File: config.mk
export PLATFORM = sky130hd
export DESIGN_NAME = count60_min
export DESIGN_NICKNAME = d
export VERILOG_FILES = /design/src/rtl/count60_min.sv
export SDC_FILE = /design/constraint.sdc
export NUM_CORES = 1
export LEC_CHECK = 0
export ABC_AREA = 1
export CELL_PAD_IN_SITES_DETAIL_PLACEMENT = 1
export CELL_PAD_IN_SITES_GLOBAL_PLACEMENT = 1
export CORE_MARGIN = 2
export CORE_UTILIZATION = 28
export CTS_BUF_LIST = sky130_fd_sc_hd__clkbuf_8
export DETAILED_ROUTE_END_ITERATION = 12
export GPL_TIMING_DRIVEN = 0
export PLACE_DENSITY = 0.6
export SYNTH_ARGS = -nofsm -noshare
export SYNTH_HDL_FRONTEND = slang
export SYNTH_SLANG_ARGS = --single-unit
export TNS_END_PERCENT = 30
File: constraint.sdc
create_clock -name ck -period 1.82 [get_ports ck]
set_input_delay 0.273 -clock ck [delete_from_list [all_inputs] [get_ports ck]]
set_output_delay 0.273 -clock ck [all_outputs]
set_load 0.02 [all_outputs]
File: src/rtl/count60_min.sv
// count60_min: minutes stage -- 1 s prescaler, seconds count, BCD minutes and carry pulse to hours.
// Define SEC_DISPLAY_EN to add BCD seconds outputs display_s0/display_s1 (SEC_PER_MIN=60 only).
module count60_min #(
   parameter int CLK_DIV     = 100000000,
   parameter int SEC_PER_MIN = 60
) (
   input  logic       ck,
   input  logic       rstn,
   input  logic       run,
   input  logic       inc_min,
   input  logic       clr_sec,
`ifdef SEC_DISPLAY_EN
   output logic [3:0] display_s0,
   output logic [3:0] display_s1,
`endif
   output logic [3:0] display1,
   output logic [3:0] display2,
   output logic       up24
);
   localparam int DW = $clog2(CLK_DIV);
   localparam int SW = $clog2(SEC_PER_MIN);
   logic [DW-1:0] div_cnt;
   logic [SW-1:0] sec_cnt;
   logic          sec_tick, sec_last, min_tick, min_ev, wrap;
   assign sec_tick = run && div_cnt == DW'(CLK_DIV - 1);
   assign sec_last = sec_cnt == SW'(SEC_PER_MIN - 1);
   // clear wins over a coincident final tick, so no minute carry is produced
   assign min_tick = sec_tick && sec_last && !clr_sec;
   assign min_ev   = min_tick || inc_min;
   assign wrap     = display2 == 4'd5 && display1 == 4'd9;
   always_ff @(posedge ck) begin
      if (!rstn) begin
         div_cnt  <= '0;
         sec_cnt  <= '0;
         display1 <= '0;
         display2 <= '0;
         up24     <= 1'b0;
`ifdef SEC_DISPLAY_EN
         display_s0 <= '0;
         display_s1 <= '0;
`endif
      end else begin
         if (clr_sec) begin
            div_cnt <= '0;
            sec_cnt <= '0;
`ifdef SEC_DISPLAY_EN
            display_s0 <= '0;
            display_s1 <= '0;
`endif
         end else if (sec_tick) begin
            div_cnt <= '0;
            sec_cnt <= sec_last ? '0 : sec_cnt + 1'b1;
`ifdef SEC_DISPLAY_EN
            display_s0 <= display_s0 == 4'd9 ? 4'd0 : display_s0 + 4'd1;
            display_s1 <= (display_s1 == 4'd5 && display_s0 == 4'd9) ? 4'd0 :
                          display_s0 == 4'd9 ? display_s1 + 4'd1 : display_s1;
`endif
         end else if (run) begin
            div_cnt <= div_cnt + 1'b1;
         end
         if (min_ev) begin
            display1 <= display1 == 4'd9 ? 4'd0 : display1 + 4'd1;
            display2 <= wrap ? 4'd0 : display1 == 4'd9 ? display2 + 4'd1 : display2;
         end
         up24 <= min_tick && wrap;
      end
   end
endmodule

==> impl.org, run 1 <==
** Outcome
- Status :: finished clean

** Critical path
- Endpoint kind of the worst setup timing path :: output pin
- Critical-path maximum fanout :: 5
- Cells traversed along the worst timing path :: clkdlybuf4s50_1
- The worst setup path is launched from a flop.
- Cell with the largest stage delay on the worst path :: clkdlybuf4s50_1
- Crit path buf inv count :: 1
- Arrival time at the worst endpoint :: about 1.4 ns
- At the worst endpoint, the required time is 1.55 ns.
- Critical setup path kind :: reg -> out
- CP peak stage delay :: between 0.6 and 0.7 ns
- Cell family with most CP delay :: buffers and inverters

** GRT
- The number of antenna violations at the first check in global routing is 0.
- Total GRT Usage :: 0.1440
- Entering global routing, the biggest net connects 13 pins.
- The first global-routing pass estimated between 10 and 15 mm of wire.
- The via count of the first global-routing pass came to 2182.
- Global routing finished with a remaining overflow of 0.

** Synth
- Main area contributors after synthesis :: dfxtp_1 (36%), nand2_1 (10%), nor2_1 (9.4%), inv_1 (6.4%), nand3_1 (6.0%)
- The most used flip-flop cell after synthesis is dfxtp_1.
- Nets in the synthesized netlist :: between 300 and 400
- Number of distinct library cells after synthesis :: 36
- Sequential cell area fraction in the yosys report :: 0.3580
- Counting flops with an async set or reset pin after synthesis yields a share of 0.
- Number of warnings reported in the yosys synthesis log :: 0
- Most common cell in the netlist :: nand2_1
- Post-synth top cells :: nand2_1 (63), nor2_1 (59), dfxtp_1 (42), inv_1 (40), nand3_1 (28)
- Fraction of post-synthesis cell area in the top cell type by area :: 0.3580
- Synthesis handed over a netlist of 336 instances.
- After synthesis the netlist holds a flip-flop and latch count of 42.
- The biggest area contributor in the post-synthesis netlist is dfxtp_1.
- After synthesis the cells add up to 0.002349 mm2.
- Post-synth EDFFs :: 0
- After synthesis, the mean cell area works out to 6.990 um2.

** Pwr
- Summing internal, switching and leakage power gives between 1.5 and 2 mW.
- Worst voltage drop across the vdd grid :: 274.3 uV
- Power spread over the standard cell area amounts to between 600 and 700 mW/mm2.
- Static leakage :: 1.055 nW

** Drt
- For this run, the detailed router's first-pass iteration total came to 4.
- Dividing the detail-routed wire length by the instance count gives 12.64 um.
- After the first detailed-routing iteration, the DRC count stood at 28.
- Ratio of routed vias to standard cells :: roughly 4.7
- Post-detailed-route DRC marker count :: 0
- Summed over all layers, the routed wires come to approximately 6 mm.
- Via total after detailed routing :: between 2000 and 2500
- In this run the remaining antenna-violating nets after routing total 0.

** Cells and area
- Excluding fillers, the count of instances in the completed layout stands at 464.
- The repair_antennas step left the layout with diodes totalling 0.
- The net count of the finished layout is about 370.
- After routing the design area is approximately 0.0028 mm2.
- For this run, the share of the core covered by cells in the final layout is 0.3407.
- Compared with the post-synthesis result, the final layout area differs by 18.59%.
- In the final layout, the share of cells above drive strength 1 is 0.1365.

** Clock tree
- Max H-tree Level :: 2
- CTS buffer count :: 5
- The clock reaches the later pin of the worst-skew pair after around 0.30 ns.
- Max clock buf depth :: 2
- Master cell of the clock root buffer :: clkbuf_8
- CTS Sinks :: between 40 and 50
- Clock tree from TritonCTS :: done
- CTS clk-pin slew, worst paths :: ~0.08 ns
- The number of hold buffers added after CTS was 0.

** Placed design
- Input and output buffers added on the ports amount to 12.
- After detailed placement, the design holds a cell count of 453.
- DPL Wire Length :: around 4.7 mm
- Summing all placed instances gives a cell area of 0.002600 mm2.
- Placer congestion estimate :: roughly 0.76
- Post-Place Setup Slack :: -0.2894 ns

** Die
- The initial utilization of the core area, before any placement, comes to 0.2873.
- X dimension of the die :: 95.59 um
- Num ports :: 14
- The initialized floorplan defines 33 standard-cell rows.
- Full die area :: 0.009136 mm2
- The floorplan step set the die height to ~96 um.
- Area of the placeable core :: 0.008175 mm2

** Timing
- Derived from the worst setup path, the maximum achievable clock frequency is between 500 and 600 MHz.
- The final-report hold violation count is 0.
- Setup repair after global routing missed its margin :: yes
- Worst setup skew after layout :: roughly 0.0055 ns
- Of the available clock period, the critical path in the final layout requires 0.9249.
- Setup total negative slack :: 0 ns
- The final number of max-transition violations is 0.
- Post-route minimum period :: 1.683 ns
- Worst Hold Margin :: about 0.27 ns
- Count of endpoints failing setup in the final report :: 0
- Worst Tran Pin Value :: ~0.48 ns
- Final worst setup slack :: ~0.14 ns
- Max-Slew Margin vs Limit :: 0.6747

** Run
- Number of max-cap violations :: 0

** Worst hold path
- Class of the most critical hold timing path :: in -> reg
flip-flops by register name (all words and copies together), names as in the netlist:
name / count
display2: 4
display1: 4
up24: 1
sec_cnt: 6
div_cnt: 27
worst register-to-register path: cells and delay by family, from the launching register on:
kind | cells | cell delay, ns
simple gates | 6 | 0.94
flops | 1 | 0.39
compound gates | 1 | 0.26
metal layers:
metal,wire [um],track usage
met3,142,0.02925
met4,60,0.03929
met2,2769,0.2413
met5,0,0
met1,2891,0.1873
cells in the final DEF (no fill, tap or decap), drive strengths merged:
cell           Yosys  final
nor3b              3      3
nor4               1      1
a21oi             20     20
o21bai             1      1
xnor2              5      5
nand2             68     68
nand3             29     29
or2                3      3
ha                 4      4
nand3b             2      2
inv               44     46
o211ai             1      1
nor2              66     66
clkdlybuf4s50      0     12
nand4              8      8
bufinv             0      1
dfxtp             42     42
nor3              11     11
buf                4      7
o21ai              6      6
a211oi             1      1
xor2              13     13
o21a               2      2
clkbuf             0      5
and3b              1      1
a31o               1      1
logic make-up after synthesis:
logic type | share of synthesized area
and+or+nand+nor | 0.3958
buffers and inverters | 0.08258
DFF | 0.3580
AOI/OAI and AO/OA | 0.07512
xor gates and xnor gates | 0.06713
adders and majority gates | 0.02131
final timing paths:
check / from / end / cells past startpoint / slack (ns)
min: run / div_cnt[1] / 3 / 0.27
max: display1[1] / display1[1] / 1 / 0.14
min reg2reg: div_cnt[15] / div_cnt[15] / 2 / 0.49
max reg2reg: div_cnt[5] / sec_cnt[2] / 7 / 0.15
area by class of cell:
type | count | area [um2]
fillers | 1041 | 5390
multi-input cells | 246 | 1358
flip-flops and latches | 42 | 844.6
inverters | 44 | 165.2
repair buffers | 15 | 142.6
well taps | 105 | 131.4
clock buffers | 5 | 68.82
clock inverters | 3 | 37.54
plain buffers | 4 | 37.54
report_power, final:
group / internal, mW / switching, mW
Combinational: 0.0313 / 0.0483
Clock: 0.400 / 0.335
Sequential: 0.923 / 0.00704
repair_timing:
action	4_1_cts	5_1_grt
resized for setup	4	14
pin swaps	0	2
setup buffers	0	3
setup endpoints to repair	8	34
hold endpoints to repair	0	0
Note: power is estimated with default switching activity, not from simulation.
==> run 2: changes to the inputs <==
==> constraint.sdc (replaced) <==
create_clock -name ck -period 2.1 [get_ports ck]
set_input_delay 0.315 -clock ck [delete_from_list [all_inputs] [get_ports ck]]
set_output_delay 0.315 -clock ck [all_outputs]
set_load 0.02 [all_outputs]
==> impl.org, run 2 (same netlist as run 1, synthesis figures left out) <==
** Cells and area
- The number of antenna diodes was 0 (unchanged).
- Largest register FFs :: 27 (unchanged)
- The library cells used most frequently in the layout, excluding fill and tap cells, are nand2_1 (63), nor2_1 (59), inv_1 (42), dfxtp_1 (42), nand3_1 (28).
- Ranked by flip-flop count, first place goes to div_cnt.
- Registers with the highest flip-flop counts :: div_cnt x27, sec_cnt x6
- Fraction of layout cells with a size suffix above 1 :: 0.09831 (-0.03818)
- Compared with the post-synthesis result, the final layout area differs by 15.24%.
- The post-route cell area came to 0.002706 mm2 (-2.8%).
- The final layout net count came to 364 (-0.82%).
- The end-of-flow core utilization came to 0.3310 (-0.009642).
- Leaving out fill and tap cells, the most frequent cell in the layout is nand2_1.
- Number of filler instances in the final layout :: 1042 (+0.096%)

** Timing
- Final worst setup slack :: 0.2646 ns (+0.1279 ns)
- The final-report hold violation count was 0 (unchanged).
- The smallest clock period supported by the final layout is computed as ~1.8 ns.
- The final number of max-transition violations came to 0 (unchanged).
- Worst setup skew after layout :: 0.003240 ns (-0.002274 ns)
- Setup repair after global routing missed its margin :: no
- The slew of the pin with the lowest slew margin is 0.4843 ns (unchanged).
- Derived from the worst setup path, the maximum achievable clock frequency is between 500 and 600 MHz.
- Dividing the final minimum period by the clock period gives 0.8740.
- Max-Slew Margin vs Limit :: 0.6747 (unchanged)
- Setup total negative slack :: 0 ns (unchanged)
- Count of endpoints failing setup in the final report :: 0 (unchanged)

** Die
- The overall die height was 95.59 um (unchanged).
- Num ports :: 14 (unchanged)
- The die width came to 95.59 um (unchanged).
- The core box area was 0.008175 mm2 (unchanged).
- Full die area :: 0.009136 mm2 (unchanged)
- The cell row count was 33 (unchanged).
- Effective utilization at floorplan :: 0.2873 (unchanged)

** Pwr
- The maximum resistive drop on vdd is 244.2 uV (-11%).
- The sequential group share of total power was 0.536 (+0.003).
- Static leakage :: 1.022 nW (-3.2%)
- Internal cell power :: 1.171 mW (-14%)
- Comb power frac :: 0.043 (-0.003)
- The total design power is 1.503 mW (-14%).
- Proportion of power drawn by the clock network :: 0.421 (about the same)
- Net switching component of the power :: 0.3326 mW (-15%)
- Pwr Density :: 555.5 mW/mm2 (-11%)
- The switching part of the total power is 0.2213 (-0.002405).

** GRT
- First-pass GRT wire length :: 10.34 mm (-0.14%)
- The met3 demand-to-capacity share in global routing came to 0.02925 (unchanged).
- The met2 track utilization from global routing came to 0.2424 (+0.001166).
- The aggregate global routing overflow came to 0 (unchanged).
- Largest net degree at the start of global routing :: 13 (unchanged)
- Antenna violations before repair :: 0 (unchanged)
- Met1 usage :: 0.1858 (-0.001530)
- Total GRT Usage :: 0.1438 (-0.0001884)
- The global routing stage identified its most utilized layer as met2.
- The via count of the first global-routing pass came to 2187 (+0.23%).

** Clock tree
- The count of hold buffers inserted by post-cts repair was 0 (unchanged).
- CTS buffer count :: 5 (unchanged)
- CTS placed an instance of clkbuf_8 at the clock tree root.
- Max H-tree Level :: 2 (unchanged)
- The buffer depth of the longest clock path was 2 (unchanged).
- CTS clk-pin slew, worst paths :: 0.08 ns (about the same)
- The source-to-sink clock delay at the later pin of the worst-skew pair was 0.29 ns (about the same).
- TritonCTS built the clock tree.
- Number of gates resized after CTS :: 0 (-4)
- CTS Sinks :: 42 (unchanged)
- The number of buffers added for setup after CTS is 0 (unchanged).

** Placed design
- The HPWL after detailed placement was 4.707 mm (unchanged).
- The instance area after placement is 0.002600 mm2 (unchanged).
- Port buffer count :: 12 (unchanged)
- Post-Place Setup Slack :: -0.05142 ns (+0.2380 ns)
- The final estimated routing congestion in global placement was 0.7637 (unchanged).

** Drt
- Number of design-rule violations left by the first detailed-router iteration :: 39 (+39%)
- Via total after detailed routing :: 2139 (-1.2%)
- Routed Wire Length :: 5.822 mm (-0.72%)
- The wire length per cell came to 12.63 um (about the same).
- Post-detailed-route DRC marker count :: 0 (unchanged)
- The detailed-router iteration count before antenna repair came to 4 (unchanged).
- Ratio of routed vias to standard cells :: 4.640 (-0.60%)
- The post-detailed-route count of antenna-violating nets was 0 (unchanged).

** Run
- Number of max-cap violations :: 0 (unchanged)

** Critical path
- The critical-path maximum fanout came to 10 (+5).
- Setup slack, reg-to-reg :: 0.26 ns (+0.11 ns)
- The endpoint identified for the worst register-to-register timing path is display2[1].
- Crit start category :: flop
- The data arrival time at the worst-slack endpoint is 2.03 ns (+0.62 ns).
- Endpoint kind of the worst setup timing path :: flop
- Length in cells of the worst reg-to-reg path :: 9 (+2)
- In this run the critical register-to-register path is launched from sec_cnt[0].
- The critical path is of the reg -> reg type.
- Worst Path Required :: 2.29 ns (+0.74 ns)

** Worst hold path
- The worst hold path belongs to the class in -> reg.
- The worst hold path begins at run.
- The depth of the worst hold-timing path is 3 (unchanged).
- Hold Path Sink :: div_cnt[1]

** Outcome
- Status :: finished clean
[run 2: layout make-up]
class | count | area (um2) | area share
multi-input combinational | 246 | 1314 | 0.4854
sequential | 42 | 840.8 | 0.3107
inverter | 44 | 165.2 | 0.06103
tap | 105 | 131.4 | 0.04854
timing repair buffer | 12 | 120.1 | 0.04438
clock buffer | 5 | 68.82 | 0.02543
clock inverter | 3 | 37.54 | 0.01387
buffer | 4 | 28.78 | 0.01063
[run 2: metal layers]
layer / up-vias / wire (um)
met4: 0 / 75
met5: - / 0
li1: 1116 / -
met2: 11 / 2721
met1: 1006 / 2932
met3: 6 / 92
[run 2: critical path: stages (launching register included)]
cell	delay, ns
dfxtp_1	0.40
ha_1	0.26
nand3b_1	0.09
nor2_1	0.35
nand4_4	0.18
nand2_4	0.11
buf_6	0.14
nand3_1	0.07
nand2_1	0.08
nor2_1	0.04
[run 2: power by group through the flow]
stage | logic, mW | registers (mW) | clock network (mW)
after floorplan | 0.0382 | 0.826 | 0
after global placement | 0.0663 | 0.824 | 0
after detailed placement | 0.0668 | 0.825 | 0
after CTS | 0.0669 | 0.806 | 0.661
after global routing | 0.0732 | 0.807 | 0.694
final | 0.0653 | 0.805 | 0.632
[run 2: through the flow]
| step | std cells | hold WS, ns |
|---|---|---|
| after global routing | 461 | 0.3299 |
| after floorplan | 336 | 0.4354 |
| final | 461 | 0.3242 |
| after detailed placement | 453 | 0.4831 |
| after CTS | 461 | 0.3140 |
| after global placement | 453 | 0.4747 |
[run 2: how the worst max path moves through the flow]
stage	slack, ns	depth (start not counted)	from	to
after floorplan	0.56	9	sec_cnt[0]	display2[2]
after global placement	-0.05	6	rstn	div_cnt[18]
after detailed placement	-0.05	6	rstn	div_cnt[18]
after CTS	0.24	8	div_cnt[0]	div_cnt[24]
after global routing	0.001	8	div_cnt[0]	div_cnt[24]
final	0.26	9	sec_cnt[0]	display2[1]
==> run 3: changes to the inputs <==
--- a/config.mk
+++ b/config.mk
@@ -14,6 +14,7 @@
 export DETAILED_ROUTE_END_ITERATION = 12
 export GPL_TIMING_DRIVEN = 0
 export PLACE_DENSITY = 0.6
+export SKIP_CTS_REPAIR_TIMING = 1
 export SYNTH_ARGS = -nofsm -noshare
 export SYNTH_HDL_FRONTEND = slang
 export SYNTH_SLANG_ARGS = --single-unit
==> results of run 3 <==
Final layout, timing and power as in run 2 (identical DEF).
